==> config.mk <==
export PLATFORM = sky130hd
export DESIGN_NAME = tilt_rate_limiter_flat
export DESIGN_NICKNAME = d
export VERILOG_FILES = /design/src/rtl/tilt_rate_limiter_if.sv /design/src/rtl/tilt_rate_limiter.sv /design/src/flat_wrapper.sv
export SDC_FILE = /design/constraint.sdc
export NUM_CORES = 1
export LEC_CHECK = 0
export CAP_MARGIN = 0
export CORE_AREA = 3 3 105 132
export CTS_BUF_LIST = sky130_fd_sc_hd__clkbuf_16
export CTS_CLUSTER_DIAMETER = 150
export DETAILED_ROUTE_END_ITERATION = 16
export DIE_AREA = 0 0 108 135
export MAX_ROUTING_LAYER = met4
export PLACE_DENSITY = 0.62
export SLEW_MARGIN = 25
export SYNTH_ARGS = -nofsm -noshare
export SYNTH_HDL_FRONTEND = slang
export SYNTH_SLANG_ARGS = --single-unit
==> constraint.sdc <==
create_clock -name clk -period 6.7 [get_ports clk]
set_clock_uncertainty 0.2 [all_clocks]
set_input_delay 0.67 -clock clk [delete_from_list [all_inputs] [get_ports clk]]
set_output_delay 0.67 -clock clk [all_outputs]
set_load 0.005 [all_outputs]
==> src/rtl/tilt_rate_limiter_if.sv <==
// Sample handshake and axis buses for the tilt slew-rate limiter.
// The master side supplies filtered samples; the slave side returns the
// slew-limited axes together with status flags.
interface tilt_rate_limiter_if;
  logic              data_ready;
  logic signed [9:0] accel_x_in;
  logic signed [9:0] accel_y_in;
  logic signed [9:0] accel_z_in;
  logic signed [9:0] accel_x_lim;
  logic signed [9:0] accel_y_lim;
  logic signed [9:0] accel_z_lim;
  logic              out_valid;
  logic              busy;
  logic              overrun;

  modport master (
    output data_ready, accel_x_in, accel_y_in, accel_z_in,
    input  accel_x_lim, accel_y_lim, accel_z_lim, out_valid, busy, overrun
  );

  modport slave (
    input  data_ready, accel_x_in, accel_y_in, accel_z_in,
    output accel_x_lim, accel_y_lim, accel_z_lim, out_valid, busy, overrun
  );
endinterface

==> src/rtl/tilt_rate_limiter.sv <==
// Tilt slew-rate limiter.
// Synchronises the filter's sample-valid level, captures one 3-axis sample
// per rising edge of it, then walks X, Y and Z through a single shared
// subtract/compare datapath, one axis per clock. Each axis output moves
// towards its input by at most MaxStep per sample, ignores errors within
// the deadband, and the first sample after reset is loaded directly.
// Samples arriving while a previous one is still in flight are dropped and
// flagged on the sticky overrun output.
module tilt_rate_limiter #(
  parameter int MaxStep  = 8,
  parameter int Deadband = 2
) (
  input  logic               clk,
  input  logic               rst_n,
  tilt_rate_limiter_if.slave bus
);

  localparam logic [2:0] ST_IDLE   = 3'd0;
  localparam logic [2:0] ST_AXIS_X = 3'd1;
  localparam logic [2:0] ST_AXIS_Y = 3'd2;
  localparam logic [2:0] ST_AXIS_Z = 3'd3;
  localparam logic [2:0] ST_DONE   = 3'd4;

  // Thresholds widened to the 11-bit error width so comparisons never wrap.
  localparam logic signed [10:0] StepPos  = 11'(MaxStep);
  localparam logic signed [10:0] StepNeg  = 11'(-MaxStep);
  localparam logic        [10:0] DeadMag  = 11'(Deadband);
  localparam logic signed [9:0]  StepOut  = 10'(MaxStep);

  logic              sync1;
  logic              sync2;
  logic              sync3;
  logic              sync_rise;
  logic [2:0]        state;
  logic signed [9:0] cap_x;
  logic signed [9:0] cap_y;
  logic signed [9:0] cap_z;
  logic signed [9:0] lim_x;
  logic signed [9:0] lim_y;
  logic signed [9:0] lim_z;
  logic              primed;
  logic              out_valid;
  logic              overrun;

  logic signed [9:0]  sel_in;
  logic signed [9:0]  sel_out;
  logic signed [10:0] diff;
  logic        [10:0] mag;
  logic signed [9:0]  next_val;

  assign sync_rise = sync2 & ~sync3;

  assign bus.accel_x_lim = lim_x;
  assign bus.accel_y_lim = lim_y;
  assign bus.accel_z_lim = lim_z;
  assign bus.out_valid   = out_valid;
  assign bus.overrun     = overrun;
  assign bus.busy        = (state != ST_IDLE);

  // Two-flop synchroniser for the asynchronous sample-valid level plus a
  // history flop so a rising edge is seen exactly once.
  always_ff @(posedge clk) begin
    if (!rst_n) begin
      sync1 <= 1'b0;
      sync2 <= 1'b0;
      sync3 <= 1'b0;
    end else begin
      sync1 <= bus.data_ready;
      sync2 <= sync1;
      sync3 <= sync2;
    end
  end

  // Shared axis datapath: pick the axis of the current state and compute its
  // next output. Stepping by MaxStep only happens when the input lies beyond
  // that step, so the 10-bit sum can never leave the representable range.
  always_comb begin
    sel_in  = cap_x;
    sel_out = lim_x;
    case (state)
      ST_AXIS_Y: begin
        sel_in  = cap_y;
        sel_out = lim_y;
      end
      ST_AXIS_Z: begin
        sel_in  = cap_z;
        sel_out = lim_z;
      end
      default: begin
        sel_in  = cap_x;
        sel_out = lim_x;
      end
    endcase

    diff = {sel_in[9], sel_in} - {sel_out[9], sel_out};
    mag  = diff[10] ? 11'(-diff) : 11'(diff);

    if (!primed) begin
      next_val = sel_in;
    end else if (mag <= DeadMag) begin
      next_val = sel_out;
    end else if (diff > StepPos) begin
      next_val = sel_out + StepOut;
    end else if (diff < StepNeg) begin
      next_val = sel_out - StepOut;
    end else begin
      next_val = sel_in;
    end
  end

  // Sequencer: capture in IDLE, one axis per clock, then a completion pulse.
  // Edges seen outside IDLE (DONE included) drop the sample and set overrun.
  always_ff @(posedge clk) begin
    if (!rst_n) begin
      state     <= ST_IDLE;
      cap_x     <= '0;
      cap_y     <= '0;
      cap_z     <= '0;
      lim_x     <= '0;
      lim_y     <= '0;
      lim_z     <= '0;
      primed    <= 1'b0;
      out_valid <= 1'b0;
      overrun   <= 1'b0;
    end else begin
      out_valid <= 1'b0;
      if (sync_rise && (state != ST_IDLE)) begin
        overrun <= 1'b1;
      end
      case (state)
        ST_IDLE: begin
          if (sync_rise) begin
            cap_x <= bus.accel_x_in;
            cap_y <= bus.accel_y_in;
            cap_z <= bus.accel_z_in;
            state <= ST_AXIS_X;
          end
        end
        ST_AXIS_X: begin
          lim_x <= next_val;
          state <= ST_AXIS_Y;
        end
        ST_AXIS_Y: begin
          lim_y <= next_val;
          state <= ST_AXIS_Z;
        end
        ST_AXIS_Z: begin
          lim_z <= next_val;
          state <= ST_DONE;
        end
        ST_DONE: begin
          out_valid <= 1'b1;
          primed    <= 1'b1;
          state     <= ST_IDLE;
        end
        default: begin
          state <= ST_IDLE;
        end
      endcase
    end
  end

endmodule

==> src/flat_wrapper.sv <==
// flat-port wrapper written by rule: the top's interface ports become plain ports
module tilt_rate_limiter_flat 
#(
  parameter int MaxStep  = 8,
  parameter int Deadband = 2
)
  (clk, rst_n, bus_data_ready, bus_accel_x_in, bus_accel_y_in, bus_accel_z_in, bus_accel_x_lim, bus_accel_y_lim, bus_accel_z_lim, bus_out_valid, bus_busy, bus_overrun);
  tilt_rate_limiter_if bus_i ();
  input  logic clk;
  input  logic rst_n;
  input wire logic [$bits(bus_i.data_ready)-1:0] bus_data_ready;
  input wire logic [$bits(bus_i.accel_x_in)-1:0] bus_accel_x_in;
  input wire logic [$bits(bus_i.accel_y_in)-1:0] bus_accel_y_in;
  input wire logic [$bits(bus_i.accel_z_in)-1:0] bus_accel_z_in;
  output wire logic [$bits(bus_i.accel_x_lim)-1:0] bus_accel_x_lim;
  output wire logic [$bits(bus_i.accel_y_lim)-1:0] bus_accel_y_lim;
  output wire logic [$bits(bus_i.accel_z_lim)-1:0] bus_accel_z_lim;
  output wire logic [$bits(bus_i.out_valid)-1:0] bus_out_valid;
  output wire logic [$bits(bus_i.busy)-1:0] bus_busy;
  output wire logic [$bits(bus_i.overrun)-1:0] bus_overrun;
  assign bus_i.data_ready = bus_data_ready;
  assign bus_i.accel_x_in = bus_accel_x_in;
  assign bus_i.accel_y_in = bus_accel_y_in;
  assign bus_i.accel_z_in = bus_accel_z_in;
  assign bus_accel_x_lim = bus_i.accel_x_lim;
  assign bus_accel_y_lim = bus_i.accel_y_lim;
  assign bus_accel_z_lim = bus_i.accel_z_lim;
  assign bus_out_valid = bus_i.out_valid;
  assign bus_busy = bus_i.busy;
  assign bus_overrun = bus_i.overrun;
  tilt_rate_limiter #(.MaxStep(MaxStep), .Deadband(Deadband)) u_core (.clk(clk), .rst_n(rst_n), .bus(bus_i));
endmodule
## After elaboration in Yosys (flattened, before gate mapping)

Cells that the tools add are included.

- Register bits: 69
- Bits in latches: 0
- Bits in writable memories: 0
- ROM bits: 0
- Input port bits: 33
- Output and inout bits: 33
- Memories kept: 0

- Add/subtract/negate cells: 4
- $mul: 0
- Divide/modulo/power cells: 0
- Magnitude comparators: 3
- Equal/unequal tests: 5
- Shift operators: 0
- Muxes and demuxes: 10
- Bitwise gates (word level): 2
- Reduce and logical (&&, ||, !) cells: 4

Operators by type and width:

| kind | count |
|---|---|
| $mux W10 | 4 |
| $pmux W10 S2 | 2 |
| $pmux W3 S4 | 1 |
| $gt A11 B5 Y1 const B | 1 |
| $le A11 B2 Y1 const B | 1 |
| $lt A11 B4 Y1 const B | 1 |
| $mux W11 | 1 |
| $neg A11 Y11 | 1 |
| $sub A10 B10 Y11 | 1 |
| $add A10 B5 Y10 const B | 1 |
| $sub A10 B5 Y10 const B | 1 |
| $eq A3 B2 Y1 const B | 2 |
| $eq A3 B1 Y1 const B | 1 |
| $eq A3 B3 Y1 const B | 1 |
| $logic_not A3 Y1 | 1 |
| $mux W3 | 1 |
| $reduce_bool A3 Y1 | 1 |
| $ne A2 B1 Y1 const B | 1 |
| $reduce_and A2 Y1 | 1 |
| $and A1 B1 Y1 | 1 |
| $logic_and A1 B1 Y1 | 1 |
| $mux W1 | 1 |
| $not A1 Y1 | 1 |

## Depth between registers and ports, before layout

- Depth in word-level cells: 8
- Gate-level depth with buffers: 24
- Depth with buffers taken out: 19

## Worst setup path after synthesis

OpenSTA, ideal clock, no wires.

- Path type: register -> register
- From: register u_core.state[2]
- To: register u_core.lim_y[6] (netlist: u_core.bus.accel_y_lim[6])
- Data arrival time: 4.642 ns
- Required time: 6.368 ns
- Setup slack: 1.726 ns
- Cell stages (with the launch flop): 21
- Cell sequence: dfxtp_1 -> buf_2 -> nand2b_1 -> buf_2 -> clkbuf_1 -> clkbuf_1 -> o21ai_0 -> inv_1 -> ha_1 -> inv_1 -> o21a_1 -> o32a_1 -> maj3_2 -> a211oi_1 -> o311ai_1 -> a2111o_1 -> o21ai_4 -> nor2_2 -> mux4_2 -> a311oi_2 -> a21oi_1

- Cells in the longest elaborated chain, start to end: 8
- Elaborated cells between the ends (all ways): 16
- Those cells by class: add/sub: 4; order compare: 3; eq/ne: 2; mux: 7

RTL lines:

| what | line | source |
|---|---|---|
| start: declaration | tilt_rate_limiter.sv:34 | `logic [2:0] state;` |
| start signal: assignment | tilt_rate_limiter.sv:115 | `state <= ST_IDLE;` |
| start signal: assignment | tilt_rate_limiter.sv:136 | `state <= ST_AXIS_X;` |
| start signal: assignment | tilt_rate_limiter.sv:141 | `state <= ST_AXIS_Y;` |
| $eq A3 B2 Y1 (on tied branches) | tilt_rate_limiter.sv:80, tilt_rate_limiter.sv:130 |  |
| $pmux W10 S2 | tilt_rate_limiter.sv:80 | `case (state)` |
| $sub A10 B10 Y11 | tilt_rate_limiter.sv:95 | `diff = {sel_in[9], sel_in} - {sel_out[9], sel_out};` |
| $neg A11 Y11 or $lt A11 B4 Y1 (tied branches) | tilt_rate_limiter.sv:96, tilt_rate_limiter.sv:104 |  |
| $mux W11 or $mux W10 (tied branches) | tilt_rate_limiter.sv:96, tilt_rate_limiter.sv:104 |  |
| $le A11 B2 Y1 or $mux W10 (tied branches) | tilt_rate_limiter.sv:100, tilt_rate_limiter.sv:102 |  |
| $mux W10 | tilt_rate_limiter.sv:100 | `end else if (mag <= DeadMag) begin` |
| $mux W10 | tilt_rate_limiter.sv:98 | `if (!primed) begin` |
| end signal: assignment | tilt_rate_limiter.sv:144 | `lim_y <= next_val;` |
| end: declaration | tilt_rate_limiter.sv:39 | `logic signed [9:0] lim_y;` |

Parallel ways exist; a longest one is shown, timed or not.
A chain may end at the register's enable or synchronous reset.

## Final worst setup path

- From: register u_core.state[1]
- To: register u_core.lim_z[5] (netlist: u_core.bus.accel_z_lim[5])

- Cells in the longest elaborated chain, start to end: 8
- Elaborated cells between the ends (all ways): 16
- Those cells by class: add/sub: 4; order compare: 3; eq/ne: 2; mux: 7

RTL lines:

| what | line | source |
|---|---|---|
| $eq A3 B2 Y1 (on tied branches) | tilt_rate_limiter.sv:80, tilt_rate_limiter.sv:130 |  |
| $pmux W10 S2 | tilt_rate_limiter.sv:80 |  |
| $sub A10 B10 Y11 | tilt_rate_limiter.sv:95 |  |
| $neg A11 Y11 or $lt A11 B4 Y1 (tied branches) | tilt_rate_limiter.sv:96, tilt_rate_limiter.sv:104 |  |
| $mux W11 or $mux W10 (tied branches) | tilt_rate_limiter.sv:96, tilt_rate_limiter.sv:104 |  |
| $le A11 B2 Y1 or $mux W10 (tied branches) | tilt_rate_limiter.sv:100, tilt_rate_limiter.sv:102 |  |
| $mux W10 | tilt_rate_limiter.sv:100 |  |
| $mux W10 | tilt_rate_limiter.sv:98 |  |
| end signal: assignment | tilt_rate_limiter.sv:148 | `lim_z <= next_val;` |
| end: declaration | tilt_rate_limiter.sv:40 | `logic signed [9:0] lim_z;` |

Parallel ways exist; a longest one is shown, timed or not.

==> impl_metrics.toml <==
[yosys]
synthDistinctLibCells = 77
ys_async_sr_fraction_pct = 0
synth_area_leaders = "dfxtp_1, nand2_1, a21oi_1"
ys_dominant_reg_cell = "dfxtp_1"
synth_top_cell_area_share_pct = 31.1
syn_area_um2 = 4440
syn_nets = 619
ys_seq_elements = 69
synth_edf_count = 0
synthDominantAreaCellType = "dfxtp_1"
synth_common_cells = "nand2_1, dfxtp_1, a21oi_1"
avgSynthCellArea_um2 = 7.70
ys.warnings.count = 0
synth_cells = 576
ys_seq_area_share_pct = 31.1
synth_most_common_cell = "nand2_1"

[sta]
setup_viol = 0
max_freq_ghz = 0.172
rsz0062_at_grt = "false"
min_period_ns = 5.83
finalSetupTns_ns = 0
tightest_slew_ns = 0.927
slew_violations = 0
hold_violations = 0
finalCritPeriodShare_pct = 87.0
slew_headroom_pct = 38.1

[die]
die_h_um = 135
num_rows = 46
dieArea_um2 = 14600
start_util_pct = 34.9
die_w_um = 108
ios = 66
design.core.area_um2 = 12700

[global_route]
grt_overflow = 0
grt_start_max_net_pins = 43
gr-usage-all-layers_pct = 18.7
antenna_found_initial = 0
grt_pass1_vias = 4113
grt_pass1_wl_um = 21000

[detailed_routing]
dr.pass1.iters = 5
drt_iter0_drc = 276
vias_per_cell = 5.43
ant_nets = 0
route.detailed.drc = 0
num_vias = 4363
wl_um = 13200
wire_per_inst_um = 16.5

[critical_path]
arrival_ns = 5.83
worst-setup-path-type = "reg -> reg"
path_max_fanout = 21
cp.required_ns = 6.70
endpoint_kind = "flop"
worstSetupStartpointType = "flop"

[cts]
cts_max_level = 3
cts_setup_buffers = 0
cts_tree = "built"
clkLatencyLatePin_ns = 0.33
numCtsBuffers = 9
hold_buffers = 0
cts_max_path_buffers = 2
cts_sinks = 69
clk_pin_slew_ns = 0.06
cts-root-buf = "clkbuf_16"
cts_resized = 0

[finish]
area_growth_pct = 25.4
num-fill-cells = 1275
multi_input_area_um2 = 2840
drive_gt1_share_pct = 9.13
final_cell_area_um2 = 5570
fin_nets = 673
seqCellArea_um2 = 1380
diodes = 0

[placed_design]
port_buffers = 65
dpl.hpwl_um = 10300
place_area_um2 = 5220
place_congestion = 0.864

[run]
cap_violations = 0

[power]
peakVddDrop_uv = 139
p_per_area_nw_per_um2 = 247
p_leak_nw = 1.98

[outcome]
status = "finished clean"

[hold_path]
hold_path_class = "reg -> reg"
metrics by stage:
stage	cells	setup WS, ns	util [%]	power (mW)	hold slack, ns
after global placement	786	1.08	41.0	0.839	0.225
after detailed placement	786	0.951	41.0	0.841	0.231
final	803	0.873	43.8	1.37	0.240
after global routing	803	0.457	43.8	1.44	0.261
after floorplan	576	1.73	-	0.725	0.212
after CTS	802	0.934	43.7	1.38	0.246
worst max-delay path, cell delays in order, from the launching register on:
cell and delay, ns:
dfxtp_1 0.50, nand2b_1 0.48, o21ai_0 0.64, inv_1 0.13, ha_1 0.47, a21o_1 0.27, a311o_1 0.32, o221a_2 0.26
o21bai_2 0.30, nor3_1 0.23, a2bb2oi_1 0.10, a311oi_1 0.61, o211ai_1 0.17, buf_4 0.24, mux2_2 0.28, a32oi_1 0.35
a21oi_1 0.13
state kept, by name, summed over array words and instances, names as in the netlist:
name / cells
u_core.bus.accel_x_lim: 10
u_core.bus.accel_y_lim: 10
u_core.bus.accel_z_lim: 10
u_core.bus.out_valid: 1
u_core.bus.overrun: 1
u_core.cap_x: 10
u_core.cap_y: 10
u_core.cap_z: 10
u_core.primed: 1
u_core.state: 3
u_core.sync1: 1
u_core.sync2: 1
u_core.sync3: 1
per-layer routing:
metal,vias to the layer above,share of wire (%),track usage [%],routed length (um)
met4,0,2.0,6.60,259
met1,2025,43,22.3,5760
met5,-,0,-,0
met2,118,51,32.4,6720
li1,2195,-,-,-
met3,25,3.8,2.06,508
layout by cell type (no fill, tap or decap), types with 9 or more instances in the layout:
cell,count
clkbuf_16,9
mux2i_1,21
nor3_1,10
xnor2_1,9
dfxtp_1,69
ha_1,10
nand3_1,23
nor2_1,36
inv_1,19
o21ai_0,38
o31ai_1,10
a21oi_1,66
nand2_1,102
clkdlybuf4s50_1,64
where the power goes:
part | switching, mW | internal [mW] | leakage, nW
clock | 0.173 | 0.362 | 0.169
sequential | 0.0106 | 0.423 | 0.559
combinational | 0.243 | 0.161 | 1.25
total | 0.427 | 0.946 | 1.98
cell type report:
class                   instances  area share [%]
multi-input cells             455            51.0
flip-flops and latches         69            24.8
clock buffers                   9            4.05
repair buffers                 74            12.9
well taps                     168            3.78
clock inverters                 7            2.05
inverters                      21            1.42
cells by family (layout without fill, tap and decap cells):
family          Yosys count  after routing  share of synthesized area (%)
mux                      36             36                           9.33
fa+ha+maj                11             11                           3.07
buf+inv                  52            111                           4.88
simple gates            209            209                           21.4
xor+xnor                 13             13                           2.57
flops                    69             69                           31.1
compound gates          186            186                           27.6
worst paths after layout:
kind | slack, ns | end | start | cells past startpoint
min | 0.24 | u_core.sync2 | u_core.sync1 | 1
max | 0.87 | u_core.bus.accel_z_lim[5] | u_core.state[1] | 16
max reg2reg | 0.87 | u_core.bus.accel_z_lim[5] | u_core.state[1] | 16
min reg2reg | 0.24 | u_core.sync2 | u_core.sync1 | 1
Power figures use the tool's default switching activity.
==> edit (config.mk and constraints unchanged) <==
Reset style: asynchronous (`rst_n`), changed in 2 clocked blocks.
--- a/src/rtl/tilt_rate_limiter.sv
+++ b/src/rtl/tilt_rate_limiter.sv
@@ -59,7 +59,7 @@
 
   // Two-flop synchroniser for the asynchronous sample-valid level plus a
   // history flop so a rising edge is seen exactly once.
-  always_ff @(posedge clk) begin
+  always_ff @(posedge clk or negedge rst_n) begin
     if (!rst_n) begin
       sync1 <= 1'b0;
       sync2 <= 1'b0;
@@ -110,7 +110,7 @@
 
   // Sequencer: capture in IDLE, one axis per clock, then a completion pulse.
   // Edges seen outside IDLE (DONE included) drop the sample and set overrun.
-  always_ff @(posedge clk) begin
+  always_ff @(posedge clk or negedge rst_n) begin
     if (!rst_n) begin
       state     <= ST_IDLE;
       cap_x     <= '0;
Formal check against the unedited RTL: differs if rst_n is asserted again (counterexample within 4 cycles, from zero or initial values and one cycle with rst_n low); with rst_n held inactive, the same outputs for 10 cycles.
==> edit against the original RTL <==
Count of clock-buffer cells in the layout unchanged; worst setup slack improved by 93 ps; synthesized area increased by 7.3%; routed wire length decreased by 2.8%; cell area increased by 4.5%; sequential cell count unchanged; critical endpoint is now u_core.bus.accel_y_lim[2]$_DFFE_PN0N_.
Power is not shown: default switching activity piles up to over one toggle a cycle in this logic, so the estimate is an artifact.
==> edit: results (changes against the original RTL) <==
metric	value	unit	change
critPathSlowestCell	a2111oi_2		
place_ws	922	ps	-29.0 ps
async_reset_ff_frac	1.00		+1.00
reg2regPathDepth	14		-2
status	finished clean		
maxSlewHeadroom	0.423		+0.0422
synthTopCellsByArea	dfrtp_1 (36%), mux2_2 (8.5%), mux2i_1 (4.4%)		
grt_pass1_wl	20700	um	-1.6%
critPathArrivalTime	5730	ps	-100 ps
period_share	0.856		-0.0139
hp-start	u_core.sync1$_DFF_PN0_		
whs_path_depth	0		-1
grt_start_max_net_pins	70		+63%
wl_per_cell	17.9	um	+8.6%
fill_cells	1211		-5.0%
min_to	u_core.sync2$_DFF_PN0_		
r2r_start	u_core.state[2]$_DFFE_PN0P_		
synthTopCellsByCount	dfrtp_1 (69), nand2_1 (52), mux2_2 (36)		
max_stage_delay	660	ps	+20 ps
drtPass1Iterations	4		-1
dpl_cell_area	0.00555	mm^2	+6.3%
vias	3888		-11%
ys.flop_type	dfrtp_1		
worst_r2r_endpoint	u_core.bus.accel_y_lim[2]$_DFFE_PN0N_		
hpwl	9980	um	-3.0%
gp_congestion	0.926		+7.2%
drive_gt1_frac	0.143		+0.0520
grtUsageTotal	0.187		+0.000611
syn-num-nets	533		-14%
critPathLaunch	u_core.state[2]$_DFFE_PN0P_		
rrSetupSlack	970	ps	+90 ps
[edit: changes by cell type after synthesis, sizes merged, moves of 6 or more]
cell	before	now
a21oi	67	21
a311oi	7	1
clkbuf	22	14
dfrtp	0	69
dfxtp	69	0
mux2	11	42
nand2	102	52
nand2b	3	12
nand3	23	10
nor2	38	29
o31ai	11	3
[edit: routing by layer]
layer / global-route usage / wire length, um
met5: - / 0
met4: 0.0575 / 214
met3: 0.0191 / 383
met2: 0.318 / 6610
met1: 0.235 / 5660
[edit: logic make-up (layout without fill, tap and decap cells)]
group | Yosys count | after routing | share of synthesized area
AO/OA/AOI/OAI | 125 | 125 | 0.193
XOR/XNOR | 15 | 15 | 0.0331
adder cells (fa/ha/maj) | 12 | 12 | 0.0305
buffers and inverters | 41 | 102 | 0.0381
flip-flops | 69 | 69 | 0.363
multiplexers | 67 | 67 | 0.162
AND/OR/NAND/NOR | 161 | 161 | 0.180
[edit: final cells by class]
| class | count | area share |
|---|---|---|
| Clock buffer | 9 | 0.0387 |
| Sequential cell | 69 | 0.297 |
| Inverter | 19 | 0.0131 |
| Tap cell | 168 | 0.0361 |
| Clock inverter | 4 | 0.00731 |
| Timing Repair Buffer | 70 | 0.117 |
| Multi-Input combinational cell | 380 | 0.491 |
[edit: metrics by stage]
| stage | util | cells | hold WS (ps) |
|---|---|---|---|
| after floorplan | - | 490 | 131 |
| after global placement | 0.436 | 706 | 131 |
| after detailed placement | 0.436 | 706 | 138 |
| after CTS | 0.457 | 719 | 150 |
| after global routing | 0.457 | 719 | 150 |
| final | 0.457 | 719 | 151 |
